## config.mk

```make
export PLATFORM = sky130hd
export DESIGN_NAME = costas_loop_ctrl
export DESIGN_NICKNAME = d
export VERILOG_FILES = /design/src/rtl/costas_loop_ctrl.sv
export SDC_FILE = /design/constraint.sdc
export NUM_CORES = 1
export LEC_CHECK = 0
export ABC_AREA = 1
export CAP_MARGIN = 10
export CORE_MARGIN = 3
export CORE_UTILIZATION = 61
export DETAILED_ROUTE_END_ITERATION = 7
export PLACE_DENSITY = 0.82
export SLEW_MARGIN = 20
export SYNTH_ARGS = -nofsm -noshare
export SYNTH_HDL_FRONTEND = slang
export SYNTH_SLANG_ARGS = --single-unit
```

## constraint.sdc

```tcl
create_clock -name clk -period 6.9 [get_ports clk]
set_input_delay 1.38 -clock clk [delete_from_list [all_inputs] [get_ports clk]]
set_output_delay 1.38 -clock clk [all_outputs]
set_load 0.01 [all_outputs]
```

## src/rtl/costas_loop_ctrl.sv

```systemverilog
// Costas loop PI filter: decimated updates, ACQ/TRK gain scheduling,
// saturating integrator and hysteretic lock detection feeding a DDS word.
module costas_loop_ctrl #(
  parameter int W = 35,
  parameter logic [W-1:0] INIT_FREQ = W'(64'd3453153706),
  parameter int DEC = 8,
  parameter int KP_ACQ = 5,
  parameter int KI_ACQ = 12,
  parameter int KP_TRK = 10,
  parameter int KI_TRK = 17,
  parameter int ACQ_UPDATES = 30000,
  parameter logic [W-1:0] INT_LIM = W'((64'd1 << (W - 3)) - 64'd1),
  parameter logic [W-1:0] LOCK_TH = W'(64'd1 << 16),
  parameter int LOCK_CNT = 64
) (
  input  logic         clk,
  input  logic         rstn,
  input  logic         in_valid,
  input  logic [W-1:0] in_err,
  input  logic         force_acq,
  output logic [W-1:0] freq_word,
  output logic         freq_valid,
  output logic [1:0]   state,
  output logic         locked
);

  // Handshake: in_err is consumed on every clock where in_valid=1 (no
  // backpressure); freq_valid pulses for one cycle with each new freq_word.

  typedef enum logic [1:0] {
    S_ACQ  = 2'd0,
    S_TRK  = 2'd1,
    S_LOCK = 2'd2,
    S_RSV  = 2'd3
  } state_t;

  localparam int DCW = (DEC > 1) ? $clog2(DEC) : 1;
  localparam int UCW = $clog2(ACQ_UPDATES + 1);
  localparam int LCW = $clog2(LOCK_CNT + 1);
  localparam int XW  = W + 2;
  localparam logic [DCW-1:0] DEC_LAST = DCW'(DEC - 1);
  localparam logic [UCW-1:0] UPD_LAST = UCW'(ACQ_UPDATES);
  localparam logic [LCW-1:0] LCNT_MAX = LCW'(LOCK_CNT);
  localparam logic [W-1:0]   MAG_MAX  = {1'b0, {(W-1){1'b1}}};
  localparam logic [W-1:0]   MOST_NEG = {1'b1, {(W-1){1'b0}}};

  state_t               state_q, state_d;
  logic [DCW-1:0]       dcnt_q, dcnt_d;
  logic [UCW-1:0]       upd_q, upd_d;
  logic [LCW-1:0]       lock_q, lock_d, miss_q, miss_d;
  logic [LCW-1:0]       lock_inc, miss_inc;
  logic signed [W-1:0]  integ_q, integ_n;
  logic signed [W-1:0]  err_s, p_term, i_term;
  logic signed [XW-1:0] sum_x, lim_x, nlim_x;
  logic [W-1:0]         mag, freq_n;
  logic                 do_update, in_lock;

  assign err_s     = $signed(in_err);
  assign do_update = in_valid && (dcnt_q == DEC_LAST);

  always_comb begin
    dcnt_d = dcnt_q;
    if (in_valid) dcnt_d = do_update ? '0 : dcnt_q + DCW'(1);
  end

  // Gains follow the state held before the update, so the last ACQ update
  // still uses ACQ shifts.
  always_comb begin
    p_term = err_s >>> KP_ACQ;
    i_term = err_s >>> KI_ACQ;
    if (state_q != S_ACQ) begin
      p_term = err_s >>> KP_TRK;
      i_term = err_s >>> KI_TRK;
    end
  end

  // Two guard bits keep the pre-clamp sum from wrapping.
  assign lim_x  = {2'b00, INT_LIM};
  assign nlim_x = -lim_x;
  assign sum_x  = {{2{integ_q[W-1]}}, integ_q} + {{2{i_term[W-1]}}, i_term};

  always_comb begin
    integ_n = sum_x[W-1:0];
    if (sum_x > lim_x)       integ_n = lim_x[W-1:0];
    else if (sum_x < nlim_x) integ_n = nlim_x[W-1:0];
  end

  assign freq_n = INIT_FREQ + $unsigned(integ_n) + $unsigned(p_term);

  always_comb begin
    if (!in_err[W-1])          mag = in_err;
    else if (in_err == MOST_NEG) mag = MAG_MAX;
    else                       mag = -in_err;
  end

  assign in_lock  = (mag < LOCK_TH);
  assign lock_inc = (lock_q == LCNT_MAX) ? lock_q : lock_q + LCW'(1);
  assign miss_inc = (miss_q == LCNT_MAX) ? miss_q : miss_q + LCW'(1);

  always_comb begin
    state_d = state_q;
    upd_d   = upd_q;
    lock_d  = lock_q;
    miss_d  = miss_q;
    case (state_q)
      S_ACQ: begin
        if (do_update) begin
          upd_d = upd_q + UCW'(1);
          if (upd_d == UPD_LAST) state_d = S_TRK;
        end
      end
      S_TRK: begin
        if (do_update) begin
          lock_d = in_lock ? lock_inc : '0;
          if (in_lock && (lock_inc == LCNT_MAX)) begin
            state_d = S_LOCK;
            miss_d  = '0;
          end
        end
      end
      S_LOCK: begin
        if (do_update) begin
          miss_d = in_lock ? '0 : miss_inc;
          if (!in_lock && (miss_inc == LCNT_MAX)) begin
            state_d = S_TRK;
            lock_d  = '0;
          end
        end
      end
      default: begin
        state_d = S_ACQ;
        upd_d   = '0;
        lock_d  = '0;
        miss_d  = '0;
      end
    endcase
  end

  always_ff @(posedge clk) begin
    if (!rstn || force_acq) begin
      state_q    <= S_ACQ;
      dcnt_q     <= '0;
      upd_q      <= '0;
      lock_q     <= '0;
      miss_q     <= '0;
      integ_q    <= '0;
      freq_word  <= INIT_FREQ;
      freq_valid <= 1'b0;
    end else begin
      state_q    <= state_d;
      dcnt_q     <= dcnt_d;
      upd_q      <= upd_d;
      lock_q     <= lock_d;
      miss_q     <= miss_d;
      freq_valid <= do_update;
      if (do_update) begin
        integ_q   <= integ_n;
        freq_word <= freq_n;
      end
    end
  end

  assign state  = state_q;
  assign locked = (state_q == S_LOCK);

endmodule
```

==> impl_results.md, run 1 <==
- Worst R2R Setup Slack: roughly 0.38 ns
- CP top delay family: compound AO/OA/AOI/OAI gates
- Max cap viols: 0
- CTS tree: built
- Synth Area in Compound Gates: 15.6%
- CTS clk-pin slew, worst paths: 0.07 ns
- Worst Slack Setup Final: 0.169 ns
- HP Start: freq_word[30]
- H-Tree Depth: 3
- Clk_lat worst skew: 0.37 ns
- Achievable Freq: 149 MHz
- Post-synth top area cell: dfxtp_1
- Layout Skew: 0.0198 ns
- Final setup viols: 0
- Total grt overflow: 0
- Syn_nets: 2,119
- EDFF count, synth: 0
- Worst slack, placed: -0.302 ns
- Fin util: 78.9%
- Die area: 20,300 sq um
- Post-DRT Antenna Nets: 0
- Avg Cell Area, Syn: 5.79 sq um
- Crit Reg-Reg Endpoint: freq_word[28]
- Period minus WS final: 6.73 ns
- Area of the multi-input gates: 8020 sq um
- Post-synthesis mux area share: 0%
- Worst VDD drop: about 140 uV
- Pleak: roughly 7.3 nW
- Clock Root Buffer: clkbuf_16
- Drt total wl: 39,500 microns
- Initial drt markers: 1,183
- DR pass1 iterations: 6
- R2R Path Start: state[0]
- Adder-cell share of the synthesized area: 12.8%
- DRC: 0
- Synthesis warning total: 0
- Syn Inst Count: roughly 2,000
- CP Depth: 31
- Slowest cell delay on critical path: 0.49 ns
- Chip Width: approximately 140 microns
- Distinct cells, synth: 49
- Hold Crit Class: flip-flop to flip-flop
- Starting Density: 62.7%
- Cell repeated most along the worst path: a21oi_1
- Number of antenna violations at the first check in global routing: 0
- Worst-path fanout max: 14
- Register area: 2100 sq um
- Dpl cell area: 13,800 sq um
- CTS Hold Buffers Added: 0
- Synth Cell Area: 11,400 sq um
- Synth Area in Simple Gates: 37.8%
- Post-synthesis sequential area ratio: a little under a fifth
- Vias: approximately 14,000
- Part of the cycle the worst path needs: 97.6%
- Antenna cell count: 0
- Depth of the worst hold-timing path: 2
- Die Y: 143 microns
- Worst Path Required: 7.12 ns
- Hold EP: freq_word[30]
- Final Wtd Congestion: 1.07
- Vias in the first global route: 13,000
- Syn-to-layout area delta: 25.8%
- Vias/cell: 5.68
- Io pins: 78
- Drt wl/cell: 16.1 microns
- Post-Place Cells: 2,436
- CP Buf/Inv Count: 5
- Max-slew violation count: 0
- Critical path's slowest cell: clkdlybuf4s50_1
- Synth top area cells: dfxtp_1, nand2_1, ha_1
- Arr. time, crit path: 6.96 ns
- Share of layout cells above drive strength 1: 14.1%
- Register bit total from synthesis: between 100 and 150
- Worst setup EP type: flip-flop
- Fin. Hold Viols: 0
- Share of the synthesized area in the top cell type: 18.5%
- Largest family of logic cells by synthesized area: simple AND/OR/NAND/NOR gates
- Post-synth ARST share: 0%
- Critical path type: primary input to flip-flop
- RSZ-0062 raised after global routing: yes
- Clock buffer depth: 2
- Core area: approximately 18,000 sq um
- Run status: completed
- Dpl hpwl: between 30,000 and 40,000 microns
- Tightest Pin Transition: between 0.9 and 1 ns
- Row count: between 40 and 50
- Number of cells on the worst reg-to-reg path: 32
- Total CTS buffers: 9
- I/O Buffers: 77
- Nets: between 2,000 and 2,500
- Slew headroom: a little over a third
- Gr usage total: 37.3%
- Clock Sinks: approximately 110
- Post-synthesis xor/xnor area fraction: slightly below 3%
- Design area: 14,300 sq um
- Fill cells: roughly 1,400
- Cell Pwr Density: 138 nW/um^2
- Finished Layout Cells: 2,456
- First-pass GRT wire length: 61,500 microns
- Pin count of the biggest net entering global routing: 65
- Synth Flop Type: dfxtp_1
- Startpoint types: primary input
-- power breakdown --
group | internal (W) | switching (W) | leakage, nW | total [W]
logic | 0.000383 | 0.000461 | 6.36 | 0.000844
registers | 0.000606 | 0.000000319 | 0.846 | 0.000606
clock network | 0.000253 | 0.000274 | 0.137 | 0.000527
-- worst max-delay path by stage --
stage          startpoint             to  slack (ns)
5_1_grt        in_err[12]  freq_word[32]       -0.10
3_5_place_dp   in_err[17]  freq_word[32]       -0.30
6_report       in_err[29]  freq_word[28]        0.17
2_1_floorplan  in_err[34]  freq_word[15]        0.88
3_3_place_gp   in_err[17]  freq_word[21]       -0.23
4_1_cts        in_err[17]  freq_word[32]        0.02
-- metal layers --
| layer | global-route usage [%] | share of wire (%) | up-vias |
|---|---|---|---|
| met5 | 0 | 0 | - |
| met4 | 18.1 | 5.1 | 0 |
| met3 | 5.51 | 8.5 | 176 |
| met2 | 62.2 | 46 | 648 |
| met1 | 47.0 | 40 | 6307 |
| li1 | - | - | 6826 |
-- cell type report --
type	count	area share, %
multi-input combinational	1499	56.0
timing repair buffer	296	17.1
sequential	105	14.7
inverter	312	8.18
tap	229	2.00
clock buffer	9	1.57
clock inverter	6	0.428
-- stage by stage --
step	power (W)	setup TNS, ns	hold WS [ns]
4_1_cts	0.00192	0	0.472
5_1_grt	0.00207	-0.578	0.496
2_1_floorplan	0.00103	0	0.443
6_report	0.00198	0	0.471
3_3_place_gp	0.00138	-0.936	0.447
3_5_place_dp	0.00139	-3.07	0.454
-- layout by cell type, fill, tap and decap left out, types with 5 or more instances in the layout --
master	n
nand2_2	18
dfxtp_1	105
nor2_2	9
nor2_1	279
nand2_1	497
inv_2	7
xor2_1	30
nand3b_1	13
nand3_1	138
a21o_1	9
o21ai_1	11
nor3_1	19
buf_4	216
nand4_1	28
a21oi_1	150
o21bai_1	8
o21ai_0	92
xnor2_1	5
a21oi_2	14
ha_1	108
clkbuf_16	9
clkdlybuf4s50_1	72
inv_1	305
o211ai_1	12
-- Yosys cell counts, types with 12 or more instances --
cell      count
a21oi_1     162
nand3b_1     13
nor2_1      283
nand2_1     501
inv_1       308
nand4_1      28
clkbuf_1     28
buf_2        15
xor2_1       31
nand2_2      15
ha_1        113
dfxtp_1     105
nand3_1     138
o21ai_0     102
o211ai_1     12
nor3_1       20
-- logic make-up (layout without fill, tap and decap cells) --
family                     count (synthesis)  in the layout
xor gates and xnor gates                  37             37
and+or+nand+nor                         1022           1023
adders and majority gates                115            115
DFF                                      105            105
AOI/OAI and AO/OA                        324            324
buffers and inverters                    362            623
-- worst register-to-register path, delay by kind of cell (launching register included) --
kind / cells / cell delay, ns
compound gates: 12 / 2.38
xor+xnor: 1 / 0.20
fa+ha+maj: 4 / 1.59
buf+inv: 4 / 0.45
flops: 1 / 0.34
simple gates: 11 / 1.44
-- registers in the layout, indices dropped and copies added, names as in the netlist --
signal and count:
state 2, lock_q 7, freq_valid 1, upd_q 15
miss_q 7, freq_word 35, dcnt_q 3, integ_q 35
-- what timing repair did --
action / CTS / global route
endpoints found under the setup margin: 1 / 26
resized for setup: 1 / 48
gates cloned: 0 / 1
pin swaps: 1 / 6
buffers inserted: 1 / 3
Note: power is estimated with default switching activity, not from simulation.
==> run 2, diff against run 1 <==
--- a/config.mk
+++ b/config.mk
@@ -7,10 +7,13 @@
 export LEC_CHECK = 0
 export ABC_AREA = 1
 export CAP_MARGIN = 10
+export CELL_PAD_IN_SITES_DETAIL_PLACEMENT = 1
+export CELL_PAD_IN_SITES_GLOBAL_PLACEMENT = 1
 export CORE_MARGIN = 3
-export CORE_UTILIZATION = 61
+export CORE_UTILIZATION = 42
 export DETAILED_ROUTE_END_ITERATION = 7
-export PLACE_DENSITY = 0.82
+export GPL_TIMING_DRIVEN = 0
+export PLACE_DENSITY_LB_ADDON = 0.1
 export SLEW_MARGIN = 20
 export SYNTH_ARGS = -nofsm -noshare
 export SYNTH_HDL_FRONTEND = slang
==> run 2 against run 1 <==
Effect of this change:
- die area increased by 43%
- maximum frequency is essentially flat
- largest power group unchanged
- sequential power hardly changed
- combinational power shrank 15%
- cell count decreased by 1.8%
- flip-flop and latch count did not move
- clock skew shrank 0.0087 ns
- routed wire length is 22% higher
- clock power is 9.9% higher
- total power down 3.9%
- highest routed layer unchanged
==> impl_results.md, run 2 (synthesis results as in run 1) <==
- Run status: completed
- Die Y: 171 microns
- Post-DRT Antenna Nets: 0
- Gr usage total: 31.9%
- Setup Total Neg Slack: 0 ns
- H-Tree Depth: 3
- Clk_lat worst skew: 0.37 ns
- P_sw: 0.000754 W
- RSZ-0062 raised after global routing: yes
- CTS tree: built
- Vias: 13,500
- Fin util: approximately 52%
- Pin count of the biggest net entering global routing: 23
- Nets: approximately 2,200
- Worst VDD drop: 112 uV
- Top flop regs: freq_word (35), integ_q (35), upd_q (15)
- Starting Density: 43.2%
- Worst slack, placed: -1.80 ns
- CP top delay family: simple AND/OR/NAND/NOR gates
- Crit Reg-Reg Endpoint: freq_word[30]
- Clock Root Buffer: clkbuf_16
- Max-slew violation count: 0
- Final setup viols: 0
- Fin. Hold Viols: 0
- I/O Buffers: 75
- Die area: between 20,000 and 30,000 sq um
- Period minus WS final: 6.73 ns
- Worst hold slack: ~0.47 ns
- Dpl hpwl: ~39,000 microns
- Sw Share: 39.7%
- R2R Path Start: state[1]
- Pint: ~0.0011 W
- Number of antenna violations at the first check in global routing: 0
- Clock buffer depth: 2
- Total CTS buffers: 9
- Initial drt markers: 1,077
- Drt total wl: 48,200 microns
- CP Buf/Inv Count: 5
- Startpoint types: primary input
- Tightest Pin Transition: 0.861 ns
- Share of layout cells above drive strength 1: 11.3%
- Combinational power share: 37.6%
- Worst-path fanout max: 10
- Layout Skew: 0.0111 ns
- Arr. time, crit path: between 6 and 7 ns
- Hold EP: dcnt_q[1]
- Number of cells on the worst reg-to-reg path: 36
- Syn-to-layout area delta: 21.5%
- Critical path's slowest cell: fa_1
- Worst setup EP type: flip-flop
- Hold Crit Class: flip-flop to flip-flop
- Depth of the worst hold-timing path: 2
- Worst R2R Setup Slack: about 0.20 ns
- Worst Path Required: 7.16 ns
- Sequential share of power: 31.9%
- Design area: 13,800 sq um
- Io pins: 78
- Cell repeated most along the worst path: nor2_1
- DRC: 0
- CTS clk-pin slew, worst paths: 0.08 ns
- Critical path type: primary input to flip-flop
- Clock network power share: about 31%
- Pleak: 6.67 nW
- Drt wl/cell: about 20 microns
- Most frequent cells in the layout: nand2_1, inv_1, nor2_1
- Core area: 26,400 sq um
- Max cap viols: 0
- Worst Slack Setup Final: 0.167 ns
- Achievable Freq: between 100 and 150 MHz
- Dpl cell area: 12,500 sq um
- Fill cells: 3,673
- HP Start: dcnt_q[1]
- Final Wtd Congestion: 0.995
- Part of the cycle the worst path needs: between 90% and 100%
- Chip Width: 171 microns
- Row count: slightly below 60
- Slowest cell delay on critical path: 0.45 ns
- Vias in the first global route: 13,600
- Commonest non-fill, non-tap cell in the layout: nand2_1
- Antenna cell count: 0
- Clock Sinks: 105
- Cell Pwr Density: ~140 nW/um^2
- Total grt overflow: 0
- Slew headroom: 42.6%
- DR pass1 iterations: 5
- Vias/cell: ~5.6
- First-pass GRT wire length: 72,900 microns
run 2: changes by cell type in the layout (fill, tap and decap cells not counted), moves of 10 or more:
cell and change:
buf_4 -194, a21oi_1 -26, o21ai_0 -24, clkbuf_1 +23, a21oi_2 +17, ha_1 -17, clkdlybuf4s50_1 -14, ha_4 +13
o21ai_4 +11, nor2_1 -10
run 2: worst max-delay path by stage:
stage | from | endpoint | cells past startpoint
3_5_place_dp | in_err[34] | freq_word[20] | 35
2_1_floorplan | in_err[34] | freq_word[15] | 32
4_1_cts | in_err[15] | freq_word[15] | 33
5_1_grt | in_err[27] | freq_word[32] | 38
6_report | in_err[17] | freq_word[30] | 33
3_3_place_gp | in_err[34] | freq_word[15] | 31
run 2: metal layers:
layer | vias up | track usage, % | wire [microns]
li1 | 6523 | - | -
met1 | 6566 | 42.6 | 21900
met2 | 339 | 54.4 | 22800
met3 | 72 | 3.67 | 2340
met4 | 0 | 8.96 | 1150
met5 | - | 0 | 0
run 2: tightest hold or removal path: cells and delay by family (launching register included):
kind             cells  cell delay (ns)
AO/OA/AOI/OAI        1             0.05
flip-flops           1             0.32
AND/OR/NAND/NOR      1             0.06
run 2: repair_timing:
| item | CTS | global route |
|---|---|---|
| setup endpoints to repair | 30 | 24 |
| resized for setup | 89 | 164 |
| buffers inserted | 5 | 15 |
| pin swaps | 4 | 22 |
| gates cloned | 0 | 0 |
| hold buffers | 0 | 0 |
run 2: layout make-up:
type,instances,area (sq um),share of cell area [%]
Clock buffer,9,225,1.63
Multi-Input combinational cell,1498,8590,62.1
Tap cell,335,419,3.03
Timing Repair Buffer,95,930,6.73
Inverter,312,1180,8.51
Clock inverter,7,92.6,0.670
Sequential cell,105,2100,15.2
Buffer,50,288,2.08
run 2: power groups by stage:
stage | clock [W] | combinational (W) | sequential [W]
floorplan | 0 | 0.000408 | 0.000620
global placement | 0 | 0.000605 | 0.000620
detailed placement | 0 | 0.000617 | 0.000620
CTS | 0.000580 | 0.000647 | 0.000606
global route | 0.000606 | 0.000778 | 0.000606
finish | 0.000579 | 0.000715 | 0.000606
run 2: metrics by stage:
step                total power (W)  cells
floorplan                   0.00103   1965
global placement            0.00123   2375
detailed placement          0.00124   2375
CTS                         0.00183   2396
global route                0.00199   2411
finish                      0.00190   2411
==> run 3, diff against run 2 <==
--- a/config.mk
+++ b/config.mk
@@ -10,11 +10,11 @@
 export CELL_PAD_IN_SITES_DETAIL_PLACEMENT = 1
 export CELL_PAD_IN_SITES_GLOBAL_PLACEMENT = 1
 export CORE_MARGIN = 3
-export CORE_UTILIZATION = 42
+export CORE_UTILIZATION = 30
 export DETAILED_ROUTE_END_ITERATION = 7
 export GPL_TIMING_DRIVEN = 0
 export PLACE_DENSITY_LB_ADDON = 0.1
-export SLEW_MARGIN = 20
+export RECOVER_POWER = 25
 export SYNTH_ARGS = -nofsm -noshare
 export SYNTH_HDL_FRONTEND = slang
 export SYNTH_SLANG_ARGS = --single-unit
==> run 3 against run 2 <==
Effect of this change:
- routed wire length grew 0.44%
- largest power group unchanged
- maximum frequency up 2.7%
- die area rose by 38%
- critical endpoint is now freq_word[15]
- clock skew grew 0.0028 ns
- critical path type unchanged
- non-clock buffer count decreased by 6
==> impl_results.md, run 3 (synthesis results as in run 1) <==
- Register area: 2100 sq um
- Worst Path Required: between 7 and 8 ns
- Vias/cell: slightly above 5
- Area of the multi-input gates: 8490 sq um
- Die area: 40,300 sq um
- Depth of the worst hold-timing path: 2
- Fill cells: 4,953
- Dpl hpwl: 40,600 microns
- Final setup viols: 0
- Pin count of the biggest net entering global routing: 23
- Max-slew violation count: 0
- Drt wl/cell: 18.8 microns
- Worst Slack Setup Final: 0.346 ns
- DR pass1 iterations: 5
- Vias in the first global route: ~13,000
- Clock network power share: 29.8%
- Total CTS buffers: 9
- Fin. Hold Viols: 0
- Combinational power share: 38.3%
- CTS Hold Buffers Added: 0
- Chip Width: 201 microns
- Clk_lat worst skew: 0.38 ns
- Tightest Pin Transition: just over 0.9 ns
- Post-DRT Antenna Nets: 0
- Critical path's slowest cell: o21ai_1
- H-Tree Depth: 3
- Initial drt markers: 625
- Cell Pwr Density: ~140 nW/um^2
- Startpoint types: primary input
- CP top delay family: compound AO/OA/AOI/OAI gates
- CTS clk-pin slew, worst paths: 0.09 ns
- Worst VDD drop: about 110 uV
- HP Start: freq_word[17]
- Slew headroom: 38.7%
- Gr usage total: 23.5%
- Layout Skew: approximately 0.014 ns
- Clock Root Buffer: clkbuf_16
- I/O Buffers: 75
- Core area: ~37,000 sq um
- Starting Density: between 30 and 40%
- Worst-path fanout max: 10
- Commonest non-fill, non-tap cell in the layout: nand2_1
- Row count: 70
- R2R Path Start: state[0]
- Pint: about 0.0011 W
- Setup Total Neg Slack: 0 ns
- Period minus WS final: 6.55 ns
- Top flop regs: freq_word (35), integ_q (35), upd_q (15)
- Most frequent cells in the layout: nand2_1, inv_1, nor2_1
- Worst slack, placed: -2.85 ns
- Pleak: approximately 6.6 nW
- Io pins: just under 80
- Share of layout cells above drive strength 1: 10.3%
- Crit Reg-Reg Endpoint: freq_word[15]
- P_sw: 0.000771 W
- Worst setup EP type: flip-flop
- Antenna cell count: 0
- Sequential share of power: 31.9%
- Total grt overflow: 0
- Number of cells on the worst reg-to-reg path: 33
- Achievable Freq: 153 MHz
- Hold EP: freq_word[17]
- Critical path type: primary input to flip-flop
- Sw Share: 40.6%
- Clock Sinks: 105
- Worst R2R Setup Slack: ~0.40 ns
- Slowest cell delay on critical path: roughly 0.45 ns
- Final Wtd Congestion: 0.903
- Vias: 13,000
- Die Y: roughly 200 microns
- CP Buf/Inv Count: 4
- Arr. time, crit path: between 6 and 7 ns
- Number of antenna violations at the first check in global routing: 0
- Syn-to-layout area delta: 21.7%
- CTS tree: built
- First-pass GRT wire length: 74,700 microns
- Part of the cycle the worst path needs: 95.0%
- DRC: 0
- Nets: 2,219
- Cell repeated most along the worst path: nand2_1
- Run status: completed
- Hold Crit Class: flip-flop to flip-flop
- Drt total wl: 48,400 microns
- Clock buffer depth: 2
- Max cap viols: 0
-- run 3: through the flow --
| step | utilization [%] | instances | hold WS, ns | total power, W | area (sq um) |
|---|---|---|---|---|---|
| 2_1_floorplan | - | 1965 | 0.443 | 0.00103 | 11400 |
| 3_3_place_gp | 34.5 | 2544 | 0.455 | 0.00125 | 12800 |
| 3_5_place_dp | 34.5 | 2544 | 0.461 | 0.00125 | 12800 |
| 4_1_cts | 36.3 | 2563 | 0.482 | 0.00184 | 13400 |
| 5_1_grt | 37.5 | 2574 | 0.511 | 0.00201 | 13900 |
| 6_report | 37.5 | 2574 | 0.474 | 0.00190 | 13900 |
-- run 3: power groups by stage --
| stage | sequential, W | combinational (W) | clock, W |
|---|---|---|---|
| floorplan | 0.000620 | 0.000408 | 0 |
| global placement | 0.000620 | 0.000628 | 0 |
| detailed placement | 0.000620 | 0.000633 | 0 |
| CTS | 0.000606 | 0.000660 | 0.000579 |
| global route | 0.000606 | 0.000799 | 0.000604 |
| finish | 0.000606 | 0.000726 | 0.000565 |
-- run 3: final cells by class --
type	count	share of cell area, %
Buffer	50	2.01
Clock buffer	10	1.73
Clock inverter	6	0.515
Inverter	312	8.47
Multi-Input combinational cell	1498	61.3
Sequential cell	105	15.2
Tap cell	504	4.55
Timing Repair Buffer	89	6.22
-- run 3: timing repair --
| action | CTS | global route |
|---|---|---|
| buffers inserted | 3 | 11 |
| hold endpoints to repair | 0 | 0 |
| endpoints found under the setup margin | 34 | 25 |
| pin swaps | 4 | 13 |
| resized for setup | 120 | 110 |
-- run 3: worst max path at each step --
stage	slack (ns)	end	start	depth (start not counted)
final	0.35	freq_word[15]	in_err[26]	30
after global routing	-0.02	freq_word[15]	in_err[17]	32
after CTS	0.009	freq_word[20]	in_err[12]	38
after detailed placement	-2.85	freq_word[20]	in_err[34]	36
after global placement	-2.73	freq_word[20]	in_err[34]	37
after floorplan	0.88	freq_word[15]	in_err[34]	32
-- run 3: worst register-to-register path: cells and delay by family, from the launching register on --
family          cells  cell delay (ns)
compound gates      8             1.48
simple gates       13             1.43
flops               1             0.35
buf+inv             5             1.08
xor+xnor            2             0.50
fa+ha+maj           5             1.54
-- run 3: routing by layer --
metal	up-vias	track usage (%)	share of wire (%)
met5	-	0	0
met4	0	4.02	1.4
met3	37	2.32	2.9
met2	193	39.6	46
met1	6221	33.0	50
li1	6501	-	-
